### config.mk
export PLATFORM = sky130hd
export DESIGN_NAME = sevenseg_scan_ctrl
export DESIGN_NICKNAME = d
export VERILOG_FILES = /design/src/rtl/sevenseg_scan_ctrl_pkg.sv /design/src/rtl/sevenseg_hex_ca.sv /design/src/rtl/sevenseg_scan_ctrl.sv
export SDC_FILE = /design/constraint.sdc
export NUM_CORES = 1
export LEC_CHECK = 0
export ABC_AREA = 1
export BUFFER_PORTS_ARGS = -buffer_cell sky130_fd_sc_hd__clkbuf_2
export CAP_MARGIN = 20
export CORE_MARGIN = 8
export CORE_UTILIZATION = 58
export DETAILED_ROUTE_END_ITERATION = 6
export PLACE_DENSITY_LB_ADDON = 0.1
export SLEW_MARGIN = 15
export SYNTH_ARGS = -nofsm -noshare
export SYNTH_HDL_FRONTEND = slang
export SYNTH_SLANG_ARGS = --single-unit
### constraint.sdc
create_clock -name clk -period 2.37 [get_ports clk]
set_input_delay 0.1185 -clock clk [delete_from_list [all_inputs] [get_ports clk]]
set_output_delay 0.1185 -clock clk [all_outputs]
set_load 0.01 [all_outputs]
### src/rtl/sevenseg_scan_ctrl_pkg.sv
// Shared constants for the 7-segment scan controller: active-low segment patterns,
// scan FSM state encoding and a width helper.
package sevenseg_scan_ctrl_pkg;

    // Segment order {g,f,e,d,c,b,a}; a 0 lights the segment.
    localparam logic [6:0] SEG_BLANK = 7'h7F;
    localparam logic [6:0] SEG_0     = 7'h40;
    localparam logic [6:0] SEG_1     = 7'h79;
    localparam logic [6:0] SEG_2     = 7'h24;
    localparam logic [6:0] SEG_3     = 7'h30;
    localparam logic [6:0] SEG_4     = 7'h19;
    localparam logic [6:0] SEG_5     = 7'h12;
    localparam logic [6:0] SEG_6     = 7'h02;
    localparam logic [6:0] SEG_7     = 7'h78;
    localparam logic [6:0] SEG_8     = 7'h00;
    localparam logic [6:0] SEG_9     = 7'h10;

    typedef enum logic {
        ST_DEAD = 1'b0,
        ST_SHOW = 1'b1
    } scan_state_t;

    // Bits needed to hold 0..n-1, never less than 1.
    function automatic int clog2(input int n);
        int r;
        r = 1;
        for (int i = 1; i < 31; i++) begin
            if ((1 << i) < n) r = i + 1;
        end
        return r;
    endfunction

endpackage

### src/rtl/sevenseg_hex_ca.sv
// Combinational digit-to-segment decoder for common-anode displays; 0 cycles.
// Codes 10..15 and the blank input both produce an all-off pattern.
module sevenseg_hex_ca
    import sevenseg_scan_ctrl_pkg::*;
(
    input  logic [3:0] digit,
    input  logic       blank,
    output logic [6:0] seg_n
);

    always_comb begin
        seg_n = SEG_BLANK;
        if (!blank) begin
            case (digit)
                4'd0:    seg_n = SEG_0;
                4'd1:    seg_n = SEG_1;
                4'd2:    seg_n = SEG_2;
                4'd3:    seg_n = SEG_3;
                4'd4:    seg_n = SEG_4;
                4'd5:    seg_n = SEG_5;
                4'd6:    seg_n = SEG_6;
                4'd7:    seg_n = SEG_7;
                4'd8:    seg_n = SEG_8;
                4'd9:    seg_n = SEG_9;
                default: seg_n = SEG_BLANK;
            endcase
        end
    end

endmodule

### src/rtl/sevenseg_scan_ctrl.sv
// Time-multiplexed N-digit common-anode scan controller with per-slot dead-time,
// frame-synchronous value update and leading-zero blanking; an_n/seg_n lag state by 1 cycle.
module sevenseg_scan_ctrl
    import sevenseg_scan_ctrl_pkg::*;
#(
    parameter  int N_DIGITS    = 4,
    parameter  int REFRESH_DIV = 50000,
    parameter  int DEAD_CYC    = 500,
    localparam int IDX_W       = clog2(N_DIGITS),
    localparam int CNT_W       = clog2(REFRESH_DIV)
)
(
    input  logic                    clk,
    input  logic                    rst,
    input  logic [4*N_DIGITS-1:0]   value,
    input  logic                    load,
    input  logic                    lz_en,
    output logic [6:0]              seg_n,
    output logic [N_DIGITS-1:0]     an_n,
    output logic [IDX_W-1:0]        digit_idx,
    output logic                    frame_tick
);

    logic [CNT_W-1:0]        cnt_q;
    logic [IDX_W-1:0]        idx_q;
    scan_state_t             state_q, state_d;
    logic [4*N_DIGITS-1:0]   shadow_q, active_q;
    logic                    pending_q;

    logic                    slot_end, wrap;
    logic [3:0]              nib [N_DIGITS];
    logic [N_DIGITS-1:0]     lz_blank;
    logic                    zero_run;
    logic                    dec_blank;
    logic [6:0]              dec_seg;
    logic [N_DIGITS-1:0]     an_d;

    assign slot_end   = (cnt_q == CNT_W'(REFRESH_DIV - 1));
    assign wrap       = slot_end && (idx_q == IDX_W'(N_DIGITS - 1));
    assign frame_tick = wrap;
    assign digit_idx  = idx_q;

    // State tracks the slot counter: DEAD for the first DEAD_CYC counts of every slot.
    always_comb begin
        state_d = ST_DEAD;
        if (!slot_end && cnt_q >= CNT_W'(DEAD_CYC - 1)) state_d = ST_SHOW;
    end

    always_ff @(posedge clk) begin
        if (rst) begin
            cnt_q   <= '0;
            idx_q   <= '0;
            state_q <= ST_DEAD;
        end else begin
            state_q <= state_d;
            if (slot_end) begin
                cnt_q <= '0;
                idx_q <= (idx_q == IDX_W'(N_DIGITS - 1)) ? '0 : idx_q + IDX_W'(1);
            end else begin
                cnt_q <= cnt_q + CNT_W'(1);
            end
        end
    end

    // active only changes on the wrap edge, so a frame never mixes two values.
    always_ff @(posedge clk) begin
        if (rst) begin
            shadow_q  <= '0;
            active_q  <= '0;
            pending_q <= 1'b0;
        end else begin
            if (load) shadow_q <= value;
            if (wrap) begin
                pending_q <= 1'b0;
                if (load)           active_q <= value;
                else if (pending_q) active_q <= shadow_q;
            end else if (load) begin
                pending_q <= 1'b1;
            end
        end
    end

    always_comb begin
        for (int k = 0; k < N_DIGITS; k++) nib[k] = active_q[4*k +: 4];
    end

    // Digit k is a leading zero when it and every more-significant nibble are zero.
    always_comb begin
        lz_blank = '0;
        zero_run = 1'b1;
        for (int k = N_DIGITS - 1; k >= 1; k--) begin
            zero_run    = zero_run & (active_q[4*k +: 4] == 4'h0);
            lz_blank[k] = lz_en & zero_run;
        end
    end

    assign dec_blank = (state_q == ST_DEAD) | lz_blank[idx_q];

    sevenseg_hex_ca u_dec (
        .digit (nib[idx_q]),
        .blank (dec_blank),
        .seg_n (dec_seg)
    );

    always_comb begin
        an_d = '1;
        if (!dec_blank) an_d[idx_q] = 1'b0;
    end

    always_ff @(posedge clk) begin
        if (rst) begin
            an_n  <= '1;
            seg_n <= SEG_BLANK;
        end else begin
            an_n  <= an_d;
            seg_n <= dec_seg;
        end
    end

endmodule
== Word level (Yosys, flattened, before mapping) ==
Memory sizes are Yosys's and may differ from the RTL's. A register that Yosys moved wholly into a read port is not among the register bits.
Cells that the tools add are included.

* Magnitude comparators: 4
* Shift operators: 0
* Divide/modulo/power cells: 0
* Equality and inequality tests: 2
* Multiply operators: 0
* Add/sub/neg operators: 2
* Reduce and logical (&&, ||, !) cells: 12
* Bitwise gates (word level): 9
* Multiplexer cells: 11

{| class="wikitable"
|+ Operators with widths
! operator !! number
|-
| $mux W16 || 2
|-
| $add A16 B1 Y16 const B || 1
|-
| $eq A16 B16 Y1 const B || 1
|-
| $ge A16 B9 Y1 const B || 1
|-
| $logic_not A4 Y1 || 3
|-
| $bmux W4 S2 || 1
|-
| $mux W4 || 2
|-
| $reduce_or A2 Y1 || 3
|-
| $and A1 B1 Y1 || 5
|-
| $not A4 Y4 || 1
|-
| $ge A3 B3 Y1 const B || 1
|-
| $logic_and A1 B1 Y1 || 3
|-
| $lt A2 B3 Y1 const B || 1
|-
| $mux W1 || 3
|-
| $not A2 Y3 || 1
|-
| $add A2 B1 Y2 const B || 1
|-
| $bmux W1 S2 || 1
|-
| $demux W1 S2 || 1
|-
| $eq A2 B2 Y1 const B || 1
|-
| $ge A2 B1 Y1 const B || 1
|-
| $mux W2 || 1
|-
| $reduce_and A2 Y1 || 1
|-
| $reduce_bool A2 Y1 || 1
|-
| $logic_not A1 Y1 || 1
|-
| 2 further kinds || 2
|}

* Memories: 1
* RAM bits: 0
* Output and inout port bits: 14
* Bits in latches: 0
* ROM bits: 112
* Register bits: 56
* Bits of input ports: 20

{| class="wikitable"
|+ Memory list
! memory !! words !! width !! rd ports !! clocked after memory_dff !! wr ports !! RTL line !! RTL
|-
| (no name shown) || 16 || 7 || 1 || 1 || 0 || sevenseg_hex_ca.sv:14 || <nowiki>case (digit)</nowiki>
|}

== Logic depth before layout (Yosys ltp) ==
Gate-level depths: netlist (run 1).

* Depth after elaboration: 8
* Gate-level depth with buffers: 12
* Gate-level depth less buffers: 10

== By module ==
A second synthesis (run 1) with hierarchy kept.

* Cell total of the unflattened synthesis: 400
* Area total of the unflattened synthesis: 2949.1 sq um

{| class="wikitable"
|+ By module, submodules not included
! module !! seq. area each (sq um) !! instances !! cells each !! area an instance (sq um)
|-
| sevenseg_scan_ctrl || 1261.2 || 1 || 363 || 2745.1
|-
| sevenseg_hex_ca || 0.0 || 1 || 37 || 203.9
|}

== Worst setup path after synthesis (run 1) ==
Ideal clock, no wire load.

* Path kind: reg2reg
* Start point: register idx_q[0], in the netlist digit_idx[0]
* End point: register seg_n[3]
* Clock period less this slack: 1.800 ns
* Cell stages (with the launch flop): 12
* Arrival time: 1.670 ns
* Required time: 2.239 ns
* Path slack: 0.570 ns
* Library setup time: 0.131 ns
* Cell sequence: dfxtp_1 -> buf_4 -> inv_2 -> buf_6 -> nand2_1 -> o211ai_1 -> o21ai_1 -> inv_1 -> ha_1 -> nand2_1 -> nand3_1 -> nand3_1

* Longest elaborated chain between the ends: 4
* Elaborated cells on any way between the ends: 8

{| class="wikitable"
|+ RTL lines
! item !! RTL line !! RTL
|-
| from (decl) || sevenseg_scan_ctrl.sv:25 || <nowiki>logic [IDX_W-1:0] idx_q;</nowiki>
|-
| from (signal assigned) || sevenseg_scan_ctrl.sv:58 || <nowiki>idx_q <= (idx_q == IDX_W'(N_DIGITS - 1)) ? '0 : idx_q + IDX_W'(1);</nowiki>
|-
| $bmux W1 S2 / $not A2 Y3 (equally long branches) || sevenseg_scan_ctrl.sv:97, sevenseg_scan_ctrl.sv:100 ||
|-
| $mux W1 (implied by the code) / $bmux W4 S2 (equally long branches) || sevenseg_scan_ctrl.sv:97, sevenseg_scan_ctrl.sv:100 ||
|-
| $or A1 B1 Y1 / $mux W4 (equally long branches) || sevenseg_scan_ctrl.sv:97, sevenseg_scan_ctrl.sv:100 ||
|-
| $reduce_or A2 Y1 (no source line) / $mux W4 (equally long branches) || - ||
|-
| to (decl) || sevenseg_scan_ctrl.sv:18 || <nowiki>output logic [6:0] seg_n,</nowiki>
|}

Several ways; a longest one is shown, not always the timed one. The select of a mux whose other input is x is not followed.
A chain may end at the register's enable or synchronous reset.

== Worst setup path after layout (run 1) ==
* Start point: register idx_q[0], in the netlist digit_idx[0]
* End point: output port frame_tick

* Longest elaborated chain between the ends: 2

{| class="wikitable"
|+ RTL lines
! item !! RTL line !! RTL
|-
| $eq A2 B2 Y1 || sevenseg_scan_ctrl.sv:39 || <nowiki>assign wrap = slot_end && (idx_q == IDX_W'(N_DIGITS - 1));</nowiki>
|-
| $logic_and A1 B1 Y1 || sevenseg_scan_ctrl.sv:39 ||
|-
| to (decl) || sevenseg_scan_ctrl.sv:21 || <nowiki>output logic frame_tick</nowiki>
|}

Every way passes these cells.

==> results of run 1 <==
==> cells in the mapped netlist <==
library cell / n / area (um^2)
a211oi_1: 1 / 7.51
a21oi_1: 44 / 220
and3_1: 1 / 6.26
buf_12: 1 / 20.0
buf_2: 4 / 20.0
buf_4: 2 / 15.0
buf_6: 3 / 33.8
clkbuf_1: 2 / 7.51
clkbuf_4: 1 / 7.51
clkbuf_8: 5 / 68.8
dfxtp_1: 63 / 1260
ha_1: 10 / 125
inv_1: 31 / 116
inv_2: 3 / 11.3
nand2_1: 127 / 477
nand2_2: 3 / 18.8
nand3_1: 27 / 135
nand3_2: 2 / 20.0
nand3b_1: 1 / 7.51
nand4_1: 18 / 113
nor2_1: 26 / 97.6
nor2_2: 1 / 6.26
nor2_4: 1 / 11.3
nor2b_1: 1 / 6.26
nor3_1: 1 / 5.00
nor3b_1: 2 / 15.0
nor4_1: 2 / 12.5
o211ai_1: 2 / 15.0
o21ai_0: 7 / 35.0
o21ai_1: 1 / 5.00
o21ai_2: 1 / 8.76
or2_2: 1 / 6.26
xor2_1: 3 / 26.3
==> cell usage in the layout, fill, tap and decap left out, types with 2 or more instances in the layout <==
master and count:
o211ai_1 2, inv_2 3, nor4_1 2, nand2_2 3, nand2_1 127, dfxtp_1 63, nand3_1 27, clkbuf_2 33
o21ai_0 7, nand3_2 2, nor3b_1 2, nor2_1 26, a21oi_1 44, inv_1 31, ha_1 10, xor2_1 3
nand4_1 18, clkbuf_8 10, buf_4 3, clkinv_2 2
==> power breakdown <==
part           total (uW)  switching [uW]  internal (uW)
sequential           1090            6.43           1080
clock                 760             373            387
combinational        87.4            56.6           30.8
total                1930             436           1500
==> per-layer routing <==
metal  vias up  track usage  share of wire
met5         -            0              0
met3        12       0.0368          0.042
met4         0       0.0844          0.019
met1      1121        0.196           0.45
met2        33        0.298           0.49
li1       1349            -              -
==> worst min path at each step <==
stage | start | to | slack, ns | cells past startpoint
3_3_place_gp | value[1] | shadow_q[1] | 0.38 | 3
2_1_floorplan | value[10] | shadow_q[10] | 0.29 | 2
6_report | value[6] | shadow_q[6] | 0.04 | 3
4_1_cts | value[6] | shadow_q[6] | 0.03 | 3
3_5_place_dp | value[10] | shadow_q[10] | 0.38 | 3
5_1_grt | value[3] | shadow_q[3] | 0.04 | 3
==> through the flow <==
stage / total power, uW / setup slack, ns / hold slack [ns] / area [um^2] / std cells
finish: 1930 / 0.258 / 0.0401 / 3200 / 499
global route: 2020 / 0.0602 / 0.0436 / 3200 / 499
CTS: 1960 / 0.247 / 0.0265 / 3200 / 499
detailed placement: 1200 / 0.356 / 0.383 / 3040 / 486
global placement: 1200 / 0.480 / 0.379 / 3040 / 486
floorplan: 1180 / 0.570 / 0.285 / 2940 / 398
==> kinds of logic (layout without fill, tap and decap cells) <==
kind of cell / count (synthesis) / after routing / synth area share
adder cells (fa/ha/maj): 10 / 10 / 0.0425
AO/OA/AOI/OAI: 56 / 56 / 0.0991
flip-flops: 63 / 63 / 0.429
XOR/XNOR: 3 / 3 / 0.00893
buffers and inverters: 52 / 83 / 0.102
AND/OR/NAND/NOR: 214 / 214 / 0.319
==> sequential cells by signal, indices dropped and copies added, names as in the netlist <==
| name | cells |
|---|---|
| active_q | 16 |
| an_n | 4 |
| cnt_q | 16 |
| digit_idx | 2 |
| pending_q | 1 |
| seg_n | 7 |
| shadow_q | 16 |
| state_q | 1 |
==> worst max-delay path: cells and delay by family (launching register included) <==
kind	cells	cell delay, ns
buf+inv	3	0.48
simple gates	1	0.11
flops	1	0.58
fa+ha+maj	1	0.49
==> cell type report <==
class,count,area (um^2)
Fill cell,509,1810
Timing Repair Buffer,36,188
Clock inverter,2,10.0
Inverter,34,128
Clock buffer,11,141
Sequential cell,63,1260
Multi-Input combinational cell,283,1380
Tap cell,70,87.6
==> metrics, run 1 <==
Area Growth Syn to Fin 8.63%; First-pass DRT Iterations 4; Ant. Diodes 0; Vias/cell 5.04; Die Ht roughly 87 um; Worst Tran Pin Value 0.703 ns; setup bufs post-CTS 0; routed via count ~2500; Syn Area/Cell 7.39 um^2; RSZ-0062 raised after global routing no; Max Slew Vio Count 0; CP endpoint frame_tick; nets 457; final design utilization 0.638; sequential area share after synthesis 0.429; WP data required 2.25 ns; vias in the first global route 2477; H-tree depth 3; status complete, no violations; first-pass GRT wire length 10.5 mm; Hold Violations, Final 0; fin crit share 0.891; Num CTS Buffers 9; Routed WL 5.85 mm; Final Critical Period about 2.1 ns; Core Region 5010 um^2; worst skew pair latency 0.33 ns; CP Launch Point digit_idx[0]; max_slew headroom 0.531; CTS clk-pin slew, worst paths 0.06 ns; WP data arrival 1.99 ns; max incr delay on CP 0.58 ns; Synthesis Warnings 0; HPWL after DPL 4.24 mm; Clock Path Buffers 2; Max-cap violations 0; Overall Global Routing Usage 0.172; crit path max fanout 13; worst reg2reg endpoint seg_n[3]; total gr overflow 0; Initial Util 0.587; Seq cells post-synth 63; DRC viols 0; CTS tree yes; cts hold-fix bufs 0; DR iter-0 viols 139; leakage ~0.0013 uW; io pins 34; largest net degree at the start of global routing 36; pwr dens 605 nW/um^2; FP Rows 26; CP startpoint kind flop; Netlist cell types 33; CP max-delay cell dfxtp_1; Worst R2R Path Depth 9; Syn Std Cell Area 2940 um^2; CTS-repair resized insts 0; setup TNS 0 ns; wire per inst between 10 and 15 um; VDD IR max approximately 0.00034 V; Die ar. ~7600 um^2; clock skew between 0.004 and 0.005 ns; clk root buf clkbuf_8; Synth Net Count 428; # setup viols final 0; CP cell instances ha_1 -> buf_4 -> inv_1 -> nor2_1 -> clkbuf_2; CP Class reg2out; clock sink total between 60 and 70; I/O Buffers 33; layout cell share with drive strength beyond 1 0.140; Routability Congestion around 0.90; Worst R2R Start digit_idx[0]; Hold WC Path Type in2reg; Die Wd around 87 um; Syn Inst Count 398; CP endpoint kind output port; Reg2Reg Setup Slack 0.31 ns; initial antenna violation count 0; post-route ant nets 0; maximum clock rate 0.474 GHz
(Power assumes the default switching activity.)
==> inputs of run 2 (changes only) <==
Settings changed: ABC_AREA 1 to not set, CORE_UTILIZATION 58 to 60, CTS_BUF_LIST set to sky130_fd_sc_hd__clkbuf_2, GPL_TIMING_DRIVEN set to 0.
==> metrics, run 2 <==
FP Rows 24 (-7.7%); I/O Buffers 31 (-6.1%); clock sink total 63 (unchanged); Hold WC Path Type in2reg; Seq cells post-synth 63 (unchanged); vias in the first global route 2203 (-11%); commonest non-fill, non-tap cell in the layout dfxtp_1; Clock Path Buffers 2 (unchanged); Worst Tran Pin Value 0.715 ns (+0.0127 ns); post-route ant nets 0 (unchanged); biggest regs active_q x16, cnt_q x16, shadow_q x16; HPWL after DPL 3.80 mm (-11%); Core Region 4380 um^2 (-12%); worst skew pair latency 0.47 ns (+0.14 ns); Finished Cell Area 3360 um^2 (+5.1%); Worst R2R Start cnt_q[7]; Num CTS Buffers 9 (unchanged); first-pass GRT wire length 10.1 mm (-4.1%); max_slew headroom 0.523 (-0.00752); RSZ-0062 raised after global routing yes; pwr dens 506 nW/um^2 (-16%); WP data arrival 2.83 ns (+0.84 ns); Finished Layout Cells 398 (-20%); top cell family by delay on the critical path simple AND/OR/NAND/NOR gates; Max Slew Vio Count 0 (unchanged); DR iter-0 viols 102 (-27%); maximum clock rate 0.406 GHz (-14%); Syn Inst Count 272 (-32%); placed cells 355 (-27%); WP data required 2.74 ns (+0.49 ns); leakage 0.00140 uW (+4.7%); largest net degree at the start of global routing 17 (-53%); First-pass DRT Iterations 4 (unchanged); worst reg2reg endpoint active_q[6]; CTS tree yes; Die Ht 83.7 um (-4.0%); Final Critical Period 2.46 ns (+0.351 ns); most frequent cells in the layout 57 x dfxtp_1, 43 x clkbuf_2, 33 x nor2_1, 16 x mux2i_1, 16 x dlygate4sd3_1; CP Class reg2reg; crit path max fanout 5 (-8); fin crit share 1.04 (+0.148); Post-DP Area 2980 um^2 (-2.3%); Routability Congestion 0.815 (-9.9%); sequential power share 0.641 (+0.079); ys async rst share 0 (unchanged); CTS clk-pin slew, worst paths 0.17 ns (+0.11 ns); sequential area share after synthesis 0.458 (+0.0294); Yosys top cell by area dfxtp_1; H-tree depth 3 (unchanged); Synthesis Warnings 0 (unchanged); pre-CTS setup slack -0.207 ns (-0.564 ns); CP max-delay cell or4bb_4; Synth Net Count 302 (-29%); Pint 1270 uW (-15%); hold wc startpoint lz_en; nets 371 (-19%); setup ws final -0.0929 ns (-0.351 ns); layout cell share with drive strength beyond 1 0.275 (+0.135); Syn Std Cell Area 2750 um^2 (-6.4%); Vias/cell 5.35 (+6.1%); cell with the most instances after synthesis dfxtp_1; Routed WL 5.90 mm (+0.84%); CP cell instances or4bb_4 -> or4_4 -> or3b_1 -> buf_6 -> buf_12 -> mux2_4; Fill cells 314 (-38%); initial antenna violation count 0 (unchanged); setup TNS -1.10 ns (-1.10 ns); Die ar. 7010 um^2 (-7.8%); Area Growth Syn to Fin 22.0%; max incr delay on CP 0.54 ns (-0.04 ns); Post-synth top flop dfxtp_1; top cells by area, synth dfxtp_1 46%, mux2i_1 5.8%, mux2_4 5.5%; DRC viols 0 (unchanged); Die Wd 83.7 um (-4.0%); clock power share 0.299 (-0.094); io pins 34 (unchanged); Worst Hold Depth 4 (+1); Max-cap violations 0 (unchanged); CP Launch Point cnt_q[7]; sum of buffers and inverters on the critical path 2 (-1); Ant. Diodes 0 (unchanged); # setup viols final 16 (+16); clk root buf clkbuf_2; status finished, violations left; CP startpoint kind flop; routed via count 2129 (-15%); Syn Area/Cell 10.1 um^2 (+37%); Worst R2R Path Depth 6 (-3); wire per inst 14.8 um (+26%); VDD IR max 0.000333 V (-2.1%); Initial Util 0.628 (+0.0407); Netlist cell types 39 (+18%); sw frac 0.253 (+0.0278); switching power 430 uW (-1.3%); share of the synthesized area in the top cell type 0.458 (+0.0294); failing checks negative setup slack; Reg2Reg Setup Slack -0.09 ns (-0.40 ns); Hold Violations, Final 0 (unchanged); Hold Path End seg_n[5]; Post-synth EDFFs 0 (unchanged); clock skew 0.0188 ns (+0.0143 ns); synth cell count leaders 63 x dfxtp_1, 33 x nor2_1, 16 x mux2i_1; combinational power share 0.060 (+0.015); total gr overflow 0 (unchanged); CP endpoint kind flop; Overall Global Routing Usage 0.175 (+0.00243)
==> run 2: changes by cell type after synthesis, sizes merged, moves of 14 or more <==
| cell | delta |
|---|---|
| inv | -22 |
| a21oi | -30 |
| mux2 | +16 |
| nor2b | +14 |
| nand2 | -117 |
| mux2i | +16 |
| nand4 | -15 |
| nand3 | -21 |
==> run 2: layer usage <==
layer,track usage,wire [um],vias up
li1,-,-,1073
met1,0.191,2470,992
met2,0.305,3000,55
met3,0.0459,330,9
met4,0.0848,107,0
met5,0,0,-
==> run 2: cell type report <==
| cell class | instances | area [um^2] | share of cell area |
|---|---|---|---|
| well taps | 52 | 65.1 | 0.0194 |
| repair buffers | 59 | 433 | 0.129 |
| clock inverters | 5 | 25.0 | 0.00745 |
| inverters | 12 | 45.0 | 0.0134 |
| clock buffers | 11 | 55.1 | 0.0164 |
| plain buffers | 12 | 71.3 | 0.0212 |
| flip-flops and latches | 63 | 1270 | 0.379 |
| multi-input cells | 184 | 1390 | 0.415 |
==> run 2: cells by family after synthesis <==
kind of cell | after synthesis | synth area share
adders and majority gates | 10 | 0.0455
AOI/OAI and AO/OA | 28 | 0.0582
buffers and inverters | 25 | 0.0432
xor gates and xnor gates | 11 | 0.0350
DFF | 63 | 0.458
muxes | 36 | 0.170
and+or+nand+nor | 99 | 0.190
==> run 2: worst max path at each step <==
stage / end / cells after the start
global placement: active_q[9] / 7
finish: active_q[6] / 6
CTS: active_q[6] / 6
detailed placement: active_q[11] / 7
floorplan: active_q[10] / 6
global route: active_q[6] / 6
==> run 2: worst register-to-register path: stages (launching register included) <==
cell and delay [ns]:
dfxtp_2 0.35, or4bb_4 0.54, or4_4 0.53, or3b_1 0.38, buf_6 0.16, buf_12 0.14, mux2_4 0.28
==> run 2: power by group through the flow <==
stage | Sequential, uW | Combinational, uW | Clock (uW)
floorplan | 1110 | 51.5 | 0
global route | 1090 | 112 | 568
CTS | 1090 | 99.0 | 525
detailed placement | 1110 | 78.7 | 0
finish | 1090 | 101 | 508
global placement | 1110 | 76.7 | 0
==> run 2: stage by stage <==
stage          hold slack [ns]   util  power [uW]
6_report                0.0846  0.766        1700
3_3_place_gp             0.401  0.679        1190
3_5_place_dp             0.411  0.679        1190
5_1_grt                  0.119  0.766        1770
4_1_cts                 0.0386  0.754        1710
2_1_floorplan            0.297      -        1160
==> run 2: timing repair <==
| action | CTS | global route |
|---|---|---|
| pin swaps | 4 | 2 |
| cloned | 1 | 0 |
| gates resized for setup | 6 | 8 |
| endpoints found under the setup margin | 25 | 21 |
| hold buffers | 16 | 0 |
| hold endpoints to repair | 16 | 0 |
| setup buffers | 8 | 3 |
==> inputs of run 3 (changes only) <==
Settings changed: CELL_PAD_IN_SITES_DETAIL_PLACEMENT set to 1, CELL_PAD_IN_SITES_GLOBAL_PLACEMENT set to 2, CORE_UTILIZATION 60 to 38.
==> metrics, run 3 (same netlist as run 2, synthesis figures left out) <==
max_slew headroom 0.509 (-0.0139); most frequent cells in the layout 55 x dfxtp_1, 43 x clkbuf_2, 33 x nor2_1, 16 x mux2i_1, 16 x dlygate4sd3_1; Ant. Diodes 0 (unchanged); leakage 0.00138 uW (-2.0%); Final Power 1720 uW (+1.2%); DR iter-0 viols 12 (-88%); Routability Congestion 0.729 (-11%); io pins 34 (unchanged); Post-DP Area 3030 um^2 (+2.0%); crit path max fanout 5 (unchanged); Overall Global Routing Usage 0.135 (-0.0400); pre-CTS setup slack -0.218 ns (-0.0110 ns); maximum clock rate 0.402 GHz (-1.0%); nets 366 (-1.3%); first-pass GRT wire length 10.8 mm (+7.7%); CP Class reg2reg; failing checks negative setup slack; CP startpoint kind flop; Finished Layout Cells 440 (+11%); Die Wd 101 um (+21%); clock skew 0.0256 ns (+0.00676 ns); Routed WL 6.29 mm (+6.6%); sum of buffers and inverters on the critical path 2 (unchanged); initial antenna violation count 0 (unchanged); Finished Cell Area 3370 um^2 (+0.34%); layout cell share with drive strength beyond 1 0.270 (-0.00477); top cell family by delay on the critical path simple AND/OR/NAND/NOR gates; Num CTS Buffers 9 (unchanged); Area Growth Syn to Fin 22.4%; FP Rows 31 (+29%); DRC viols 0 (unchanged); Worst Tran Pin Value 0.736 ns (+0.0208 ns); CP endpoint kind flop; First-pass DRT Iterations 4 (unchanged); VDD IR max 0.000258 V (-23%); vias in the first global route 2242 (+1.8%); CP cell instances or4bb_4 -> or4_4 -> or3b_1 -> buf_6 -> buf_16 -> mux2_4; CTS clk-pin slew, worst paths 0.19 ns (+0.02 ns); biggest regs active_q x16, cnt_q x16, shadow_q x16; Clock Path Buffers 2 (unchanged); Max-cap violations 0 (unchanged); H-tree depth 3 (unchanged); worst skew pair latency 0.49 ns (+0.02 ns); HPWL after DPL 4.45 mm (+17%); Final Critical Period 2.49 ns (+0.0257 ns); Initial Util 0.386 (-0.242); wire per inst 14.3 um (-3.6%); Vias/cell 4.78 (-11%); CP max-delay cell or4bb_4; status finished, violations left; # setup viols final 15 (-1); Hold Violations, Final 0 (unchanged); post-route ant nets 0 (unchanged); largest net degree at the start of global routing 17 (unchanged); commonest non-fill, non-tap cell in the layout dfxtp_1; fin crit share 1.05 (+0.0108); total gr overflow 0 (unchanged); WP data required 2.75 ns (about the same); Core Region 7140 um^2 (+63%); CTS tree yes; placed cells 402 (+13%); clk root buf clkbuf_2; Hold WC Path Type in2reg; WP data arrival 2.87 ns (+0.04 ns); Die ar. 10200 um^2 (+46%); clock sink total 63 (unchanged); Max Slew Vio Count 0 (unchanged); I/O Buffers 31 (unchanged); pwr dens 510 nW/um^2 (+0.86%); max incr delay on CP 0.53 ns (about the same); RSZ-0062 raised after global routing yes; Die Ht 101 um (+21%); setup ws final -0.119 ns (-0.0257 ns); routed via count 2104 (-1.2%)
[run 3: changes by cell type in the layout (fill, tap and decap cells not counted), sizes merged]
cell	delta
buf	-5
[run 3: stage by stage]
stage / utilization / hold WS (ns) / setup TNS (ns)
2_1_floorplan: - / 0.297 / -0.696
3_3_place_gp: 0.425 / 0.405 / -2.33
3_5_place_dp: 0.425 / 0.408 / -2.35
4_1_cts: 0.469 / 0.0979 / -1.65
5_1_grt: 0.472 / 0.113 / -2.06
6_report: 0.472 / 0.133 / -1.46
[run 3: worst reg2reg max path: cells and delay by family (launching register included)]
family	cells	cell delay (ns)
and+or+nand+nor	3	1.44
DFF	1	0.37
muxes	1	0.29
buffers and inverters	2	0.29
[run 3: cell type report]
class / instances / area, um^2
multi-input cells: 184 / 1380
clock buffers: 11 / 55.1
flip-flops and latches: 63 / 1270
plain buffers: 12 / 71.3
repair buffers: 54 / 392
clock inverters: 5 / 25.0
fillers: 865 / 3770
well taps: 99 / 124
inverters: 12 / 45.0
[run 3: timing repair]
action | CTS | global route
buffers inserted | 6 | 0
cloned | 1 | 0
resized for setup | 5 | 9
endpoints found under the setup margin | 26 | 21
pin swaps | 4 | 1
hold buffers | 16 | 0
hold endpoints to repair | 16 | 0
[run 3: path summary, 6_finish.rpt]
path / from / endpoint / slack, ns / cells after the start
hold reg to reg: cnt_q[0] / cnt_q[0] / 0.45 / 1
hold / removal: lz_en / seg_n[5] / 0.13 / 4
setup reg to reg: cnt_q[14] / active_q[5] / -0.12 / 6
setup / recovery: cnt_q[14] / active_q[5] / -0.12 / 6
[run 3: where the power goes]
group,internal (uW),switching (uW),total [uW],leakage [uW]
clock network,137,392,529,0.0000568
registers,1080,9.40,1090,0.000516
logic,51.7,48.1,99.7,0.000804
[run 3: metal layers]
layer | track usage | vias up | share of wire
li1 | - | 1071 | -
met1 | 0.164 | 1000 | 0.48
met2 | 0.218 | 23 | 0.47
met3 | 0.0304 | 10 | 0.031
met4 | 0.0687 | 0 | 0.018
met5 | 0 | - | 0
